### src/rtl/mips_mem_pkg.sv
// Shared definitions for the TestMIPS data-memory responder: FSM encoding,
// word geometry, monitor width and the access-legality check.
package mips_mem_pkg;

  typedef enum logic [1:0] {
    ST_IDLE = 2'd0,
    ST_WAIT = 2'd1,
    ST_RESP = 2'd2
  } state_e;

  localparam int WORD_BYTES = 4;
  localparam int MAX_WAIT   = 15;
  localparam int WR_CNT_W   = 16;

  // Misaligned, below the base, or past the last word; the subtract is only
  // trusted once addr >= base has been established.
  function automatic logic access_err(input logic [31:0] addr,
                                      input logic [31:0] base,
                                      input int unsigned depth);
    logic [31:0] off;
    off = addr - base;
    return (addr[1:0] != 2'b00) || (addr < base) ||
           ((off >> $clog2(WORD_BYTES)) >= 32'(depth));
  endfunction

endpackage

### src/rtl/mem_word_array.sv
// Single-port word RAM: synchronous write, asynchronous read at the same index.
module mem_word_array #(
  parameter int DEPTH  = 64,
  parameter int DATA_W = 32
) (
  input  logic                     clk,
  input  logic                     we,
  input  logic [$clog2(DEPTH)-1:0] idx,
  input  logic [DATA_W-1:0]        wdata,
  output logic [DATA_W-1:0]        rdata
);

  logic [DATA_W-1:0] mem_q [DEPTH];

  always_ff @(posedge clk) begin
    if (we) mem_q[idx] <= wdata;
  end

  assign rdata = mem_q[idx];

endmodule

### src/rtl/data_mem_responder.sv
// Data-port responder for TestMIPS: req/ready handshake with fixed wait states,
// word RAM behind it, and a store monitor (last store, store count).
module data_mem_responder
  import mips_mem_pkg::*;
#(
  parameter int          DEPTH_WORDS = 64,
  parameter int          WAIT_CYCLES = 2,
  parameter logic [31:0] BASE_ADDR   = 32'h0
) (
  input  logic                CLK,
  input  logic                reset,
  input  logic                mem_req,
  input  logic                mem_we,
  input  logic [31:0]         mem_addr,
  input  logic [31:0]         mem_wdata,
  output logic [31:0]         mem_rdata,
  output logic                mem_ready,
  output logic                mem_err,
  output logic [31:0]         last_waddr,
  output logic [31:0]         last_wdata,
  output logic [WR_CNT_W-1:0] wr_count
);

  localparam int IDX_W = $clog2(DEPTH_WORDS);
  localparam int CNT_W = $clog2(MAX_WAIT + 1);

  state_e              state_q, state_d;
  logic [CNT_W-1:0]    cnt_q, cnt_d;
  logic                we_q, we_d;
  logic                err_q, err_d;
  logic [31:0]         addr_q, addr_d;
  logic [31:0]         wdata_q, wdata_d;
  logic [IDX_W-1:0]    idx_q, idx_d;
  logic [31:0]         last_waddr_q, last_waddr_d;
  logic [31:0]         last_wdata_q, last_wdata_d;
  logic [WR_CNT_W-1:0] wr_count_q, wr_count_d;
  logic                commit;
  logic [31:0]         ram_rdata;

  always_comb begin
    state_d      = state_q;
    cnt_d        = cnt_q;
    we_d         = we_q;
    err_d        = err_q;
    addr_d       = addr_q;
    wdata_d      = wdata_q;
    idx_d        = idx_q;
    last_waddr_d = last_waddr_q;
    last_wdata_d = last_wdata_q;
    wr_count_d   = wr_count_q;
    commit       = 1'b0;
    case (state_q)
      ST_IDLE: begin
        if (mem_req) begin
          we_d    = mem_we;
          addr_d  = mem_addr;
          wdata_d = mem_wdata;
          err_d   = access_err(mem_addr, BASE_ADDR, DEPTH_WORDS);
          idx_d   = IDX_W'((mem_addr - BASE_ADDR) >> 2);
          cnt_d   = CNT_W'(WAIT_CYCLES);
          state_d = (WAIT_CYCLES > 0) ? ST_WAIT : ST_RESP;
        end
      end
      ST_WAIT: begin
        cnt_d = cnt_q - 1'b1;
        if (cnt_q == CNT_W'(1)) state_d = ST_RESP;
      end
      ST_RESP: begin
        state_d = ST_IDLE;
        // Stores land on the edge that closes the response cycle.
        if (we_q && !err_q) begin
          commit       = 1'b1;
          last_waddr_d = addr_q;
          last_wdata_d = wdata_q;
          wr_count_d   = wr_count_q + 1'b1;
        end
      end
      default: state_d = ST_IDLE;
    endcase
  end

  always_ff @(posedge CLK) begin
    if (reset) begin
      state_q      <= ST_IDLE;
      cnt_q        <= '0;
      last_waddr_q <= '0;
      last_wdata_q <= '0;
      wr_count_q   <= '0;
    end else begin
      state_q      <= state_d;
      cnt_q        <= cnt_d;
      last_waddr_q <= last_waddr_d;
      last_wdata_q <= last_wdata_d;
      wr_count_q   <= wr_count_d;
    end
  end

  // Request capture is only ever consumed in WAIT/RESP, so it needs no reset.
  always_ff @(posedge CLK) begin
    we_q    <= we_d;
    err_q   <= err_d;
    addr_q  <= addr_d;
    wdata_q <= wdata_d;
    idx_q   <= idx_d;
  end

  mem_word_array #(
    .DEPTH  (DEPTH_WORDS),
    .DATA_W (32)
  ) u_ram (
    .clk   (CLK),
    .we    (commit & ~reset),
    .idx   (idx_q),
    .wdata (wdata_q),
    .rdata (ram_rdata)
  );

  assign mem_ready  = (state_q == ST_RESP);
  assign mem_err    = mem_ready & err_q;
  assign mem_rdata  = (mem_ready && !err_q && !we_q) ? ram_rdata : 32'h0;
  assign last_waddr = last_waddr_q;
  assign last_wdata = last_wdata_q;
  assign wr_count   = wr_count_q;

endmodule

### config.mk
export PLATFORM = sky130hd
export DESIGN_NAME = data_mem_responder
export DESIGN_NICKNAME = d
export VERILOG_FILES = /design/src/rtl/mips_mem_pkg.sv /design/src/rtl/mem_word_array.sv /design/src/rtl/data_mem_responder.sv
export SDC_FILE = /design/constraint.sdc
export NUM_CORES = 2
export LEC_CHECK = 0
export BUFFER_PORTS_ARGS = -buffer_cell sky130_fd_sc_hd__clkbuf_2
export CAP_MARGIN = 15
export CORE_MARGIN = 2
export CORE_UTILIZATION = 54
export CTS_CLUSTER_SIZE = 16
export DETAILED_ROUTE_END_ITERATION = 8
export PLACE_DENSITY = 0.7
export SYNTH_ARGS = -nofsm -noshare
export SYNTH_HDL_FRONTEND = slang
export SYNTH_SLANG_ARGS = --single-unit
### constraint.sdc
create_clock -name CLK -period 14.83 [get_ports CLK]
set_input_delay 0 -clock CLK [delete_from_list [all_inputs] [get_ports CLK]]
set_output_delay 0 -clock CLK [all_outputs]
set_load 0.02 [all_outputs]
==> flow_summary.toml <==
[grt]
grt_antenna_before_repair = 7
grt_max_degree = 101
grt_pass1_vias = 43900
grt.total_usage = 0.294
overflow = 0
grt_pass1_wl_um = 324000

[sta]
finalHoldViolations = 0
grt_setup_unrepaired = "false"
min_period_ns = 6.00
max-slew-margin-rel = 0.242
tns_ns = 0
skew_ns = 0.0273
worst-slew-pin-transition_ns = 1.13
max_freq_mhz = 167
finalSetupViolations = 0
post-route-period-util = 0.405
slew_viol_final = 0
holdWs_ns = 0.0663

[pwr]
p_clk_frac = 0.398
p_total_w = 0.0129
ir_worst_vdd_mv = 0.105
p_per_area_mw_per_mm2 = 134
combPwrFrac = 0.069
p_sw_w = 0.00280
p_leak_nw = 30.5
p_seq_frac = 0.534
internal_power_w = 0.0101
power.share.switching = 0.218

[die]
std_cell_rows = 144
coreArea_mm2 = 0.154
ios = 182
start_util = 0.544
die_w_um = 398
die_h_um = 398
die_area_mm2 = 0.159

[flow_run]
max-cap-violations = 0

[placement]
io_buffers = 181
dp_hpwl_um = 122000
gp_congestion = 0.819

[critical_path]
required_ns = 14.83
cp_num_buf_inv = 3
timing.rr.start = "state_q[1]"
crit_type = "register to output pin"
cp-start-kind = "register"
cpMostUsedCell = "mux4_2"
critPathArrivalTime_ns = 6.00
cpLargestDelayFamily = "buffers and inverters"
critPathMaxStageDelay_ns = 0.91
cpMaxStageDelayCell = "dfxtp_4"
cp_cell_sequence = "buf_12 > buf_4 > mux4_2 > mux4_2 > a31oi_1 > o21ai_1 > clkbuf_2"
crit_fanout = 100
cp-end-kind = "output pin"

[finish]
utilization = 0.622
layout.nets = 4482
drive_gt1_frac = 0.273
area_growth_pct = 14.2

[synth]
ys_ff_latch = 2206
synth_edf_count = 2114
yosys_warnings = 0
synth-seq-area-share = 0.778
syn_avg_cell_area_um2 = 21.3
synth_flop_cell = "edfxtp_1"
syn_inst = 3941
mappedNetlistArea_mm2 = 0.0839
synth.distinct_cells = 63
async_flop_share = 0
syn-num-nets = 4012

[clock_network]
root_buffer = "clkbuf_16"
h-tree-depth = 4
clock-sinks = 2206
cts_buffers = 208
cts_resized = 0
path_clk_slew_ns = 0.06
post_cts_buffers = 0
clkLatencyLatePin_ns = 0.84
clock_path_buffers = 3
cts_tree = "yes"
cts.hold.buffers_added = 132

[drt]
dr_total_vias = 44300
avgRoutedWirePerCell_um = 35.0
drc_errors = 0
ant_nets = 0
detail_route.iter0.violations = 7174
wl_um = 232000
via_per_inst = 6.68
firstDrtPassIters = 5

[hold_path]
min_path_type = "primary input to register"
hold_start = "mem_addr[20]"

[run_status]
status = "complete, no violations"
-- path summary, 6_finish.rpt --
| check | to | depth (start not counted) | slack [ns] |
|---|---|---|---|
| setup / recovery | mem_rdata[24] | 7 | 8.83 |
| hold / removal | err_q | 4 | 0.07 |
| setup reg to reg | u_ram.mem_q[61][9] | 8 | 11.27 |
| hold reg to reg | last_wdata[22] | 2 | 0.45 |
-- cell families after synthesis --
family | count (synthesis) | synth area share
AO/OA/AOI/OAI | 353 | 0.0273
XOR/XNOR | 13 | 0.00136
adder cells (fa/ha/maj) | 3 | 0.000447
buffers and inverters | 221 | 0.0141
flip-flops | 2206 | 0.778
multiplexers | 647 | 0.153
AND/OR/NAND/NOR | 498 | 0.0255
-- metrics by stage --
stage / setup WS, ns / instances / instance area, µm²
6_report: 8.83 / 6629 / 95900
5_1_grt: 8.44 / 6628 / 95900
4_1_cts: 8.69 / 6626 / 95900
3_5_place_dp: 9.56 / 6111 / 88000
3_3_place_gp: 9.53 / 6110 / 88000
2_1_floorplan: 8.16 / 3941 / 83900
-- synthesized netlist by cell type, types with 6 or more instances --
cell / n / share of area
o21ai_0: 31 / 0.0018
a221oi_1: 17 / 0.0018
nand4_1: 6 / 0.00045
nor2_1: 122 / 0.0055
o22ai_1: 11 / 0.00082
buf_1: 24 / 0.0011
nor3_1: 14 / 0.00083
dfxtp_1: 92 / 0.022
a21oi_1: 130 / 0.0078
a31oi_1: 19 / 0.0014
a22oi_1: 64 / 0.0057
a211oi_1: 20 / 0.0018
o211ai_1: 7 / 0.00063
a22o_1: 12 / 0.0013
buf_4: 46 / 0.0041
and2_1: 8 / 0.00060
buf_6: 13 / 0.0017
nor4_1: 9 / 0.00067
o221ai_1: 7 / 0.00073
mux2_2: 26 / 0.0035
buf_2: 67 / 0.0040
and3_1: 8 / 0.00060
mux2i_1: 115 / 0.014
clkbuf_1: 63 / 0.0028
mux4_2: 506 / 0.14
xor2_1: 9 / 0.00094
nand2b_1: 8 / 0.00060
nand3_1: 33 / 0.0020
nand2_1: 258 / 0.012
nor2b_1: 11 / 0.00082
a32oi_1: 7 / 0.00073
edfxtp_1: 2114 / 0.76
-- final cells by class --
class,instances,area (µm²)
repair buffers,474,3490
clock buffers,264,5610
diodes,1,2.50
inverters,7,30.0
clock inverters,119,890
flip-flops and latches,2206,65300
fillers,10500,58300
well taps,2044,2560
multi-input cells,1514,18000
-- placed cells by master (no fill, tap or decap), types with 26 or more instances in the layout --
cell	instances
mux2_2	26
dlygate4sd3_1	132
mux4_2	506
clkinv_2	48
dfxtp_1	86
nand2_1	258
clkinv_1	50
nor2_1	52
buf_4	158
clkbuf_16	215
mux2i_1	115
edfxtp_1	2114
clkbuf_2	180
o21ai_0	31
a21oi_1	130
nor2_4	65
nand3_1	33
clkbuf_1	44
a22oi_1	64
-- worst reg2reg max path, cell delays in order (launching register included) --
cell	delay, ns
dfxtp_1	0.48
nor2b_1	0.29
nand3b_1	0.10
buf_4	0.35
nor2_1	0.32
nand2_1	0.09
buf_4	0.23
nor2_4	0.83
buf_4	0.51
-- sequential cells by signal (all words and copies together) (netlist names), named ones only --
register and count:
wdata_q 32, last_waddr 32, last_wdata 32, cnt_q 4, we_q 1, addr_q 32
wr_count 16, u_ram.mem_q 2048, state_q 2, err_q 1
-- per-layer routing --
layer,up-vias,track usage,share of wire,routed length [µm]
li1,17400,-,-,-
met1,23200,0.423,0.37,86000
met2,3333,0.449,0.47,108000
met3,392,0.0725,0.13,30200
met4,0,0.0974,0.034,7860
met5,-,0,0,0
-- power groups by stage --
stage,registers (W),logic [W],clock network [W]
6_report,0.00687,0.000883,0.00512
5_1_grt,0.00687,0.000923,0.00540
4_1_cts,0.00687,0.000878,0.00516
3_5_place_dp,0.00701,0.000849,0
3_3_place_gp,0.00701,0.000839,0
2_1_floorplan,0.00704,0.000539,0
No activity file was read; power rests on OpenSTA's default activity.
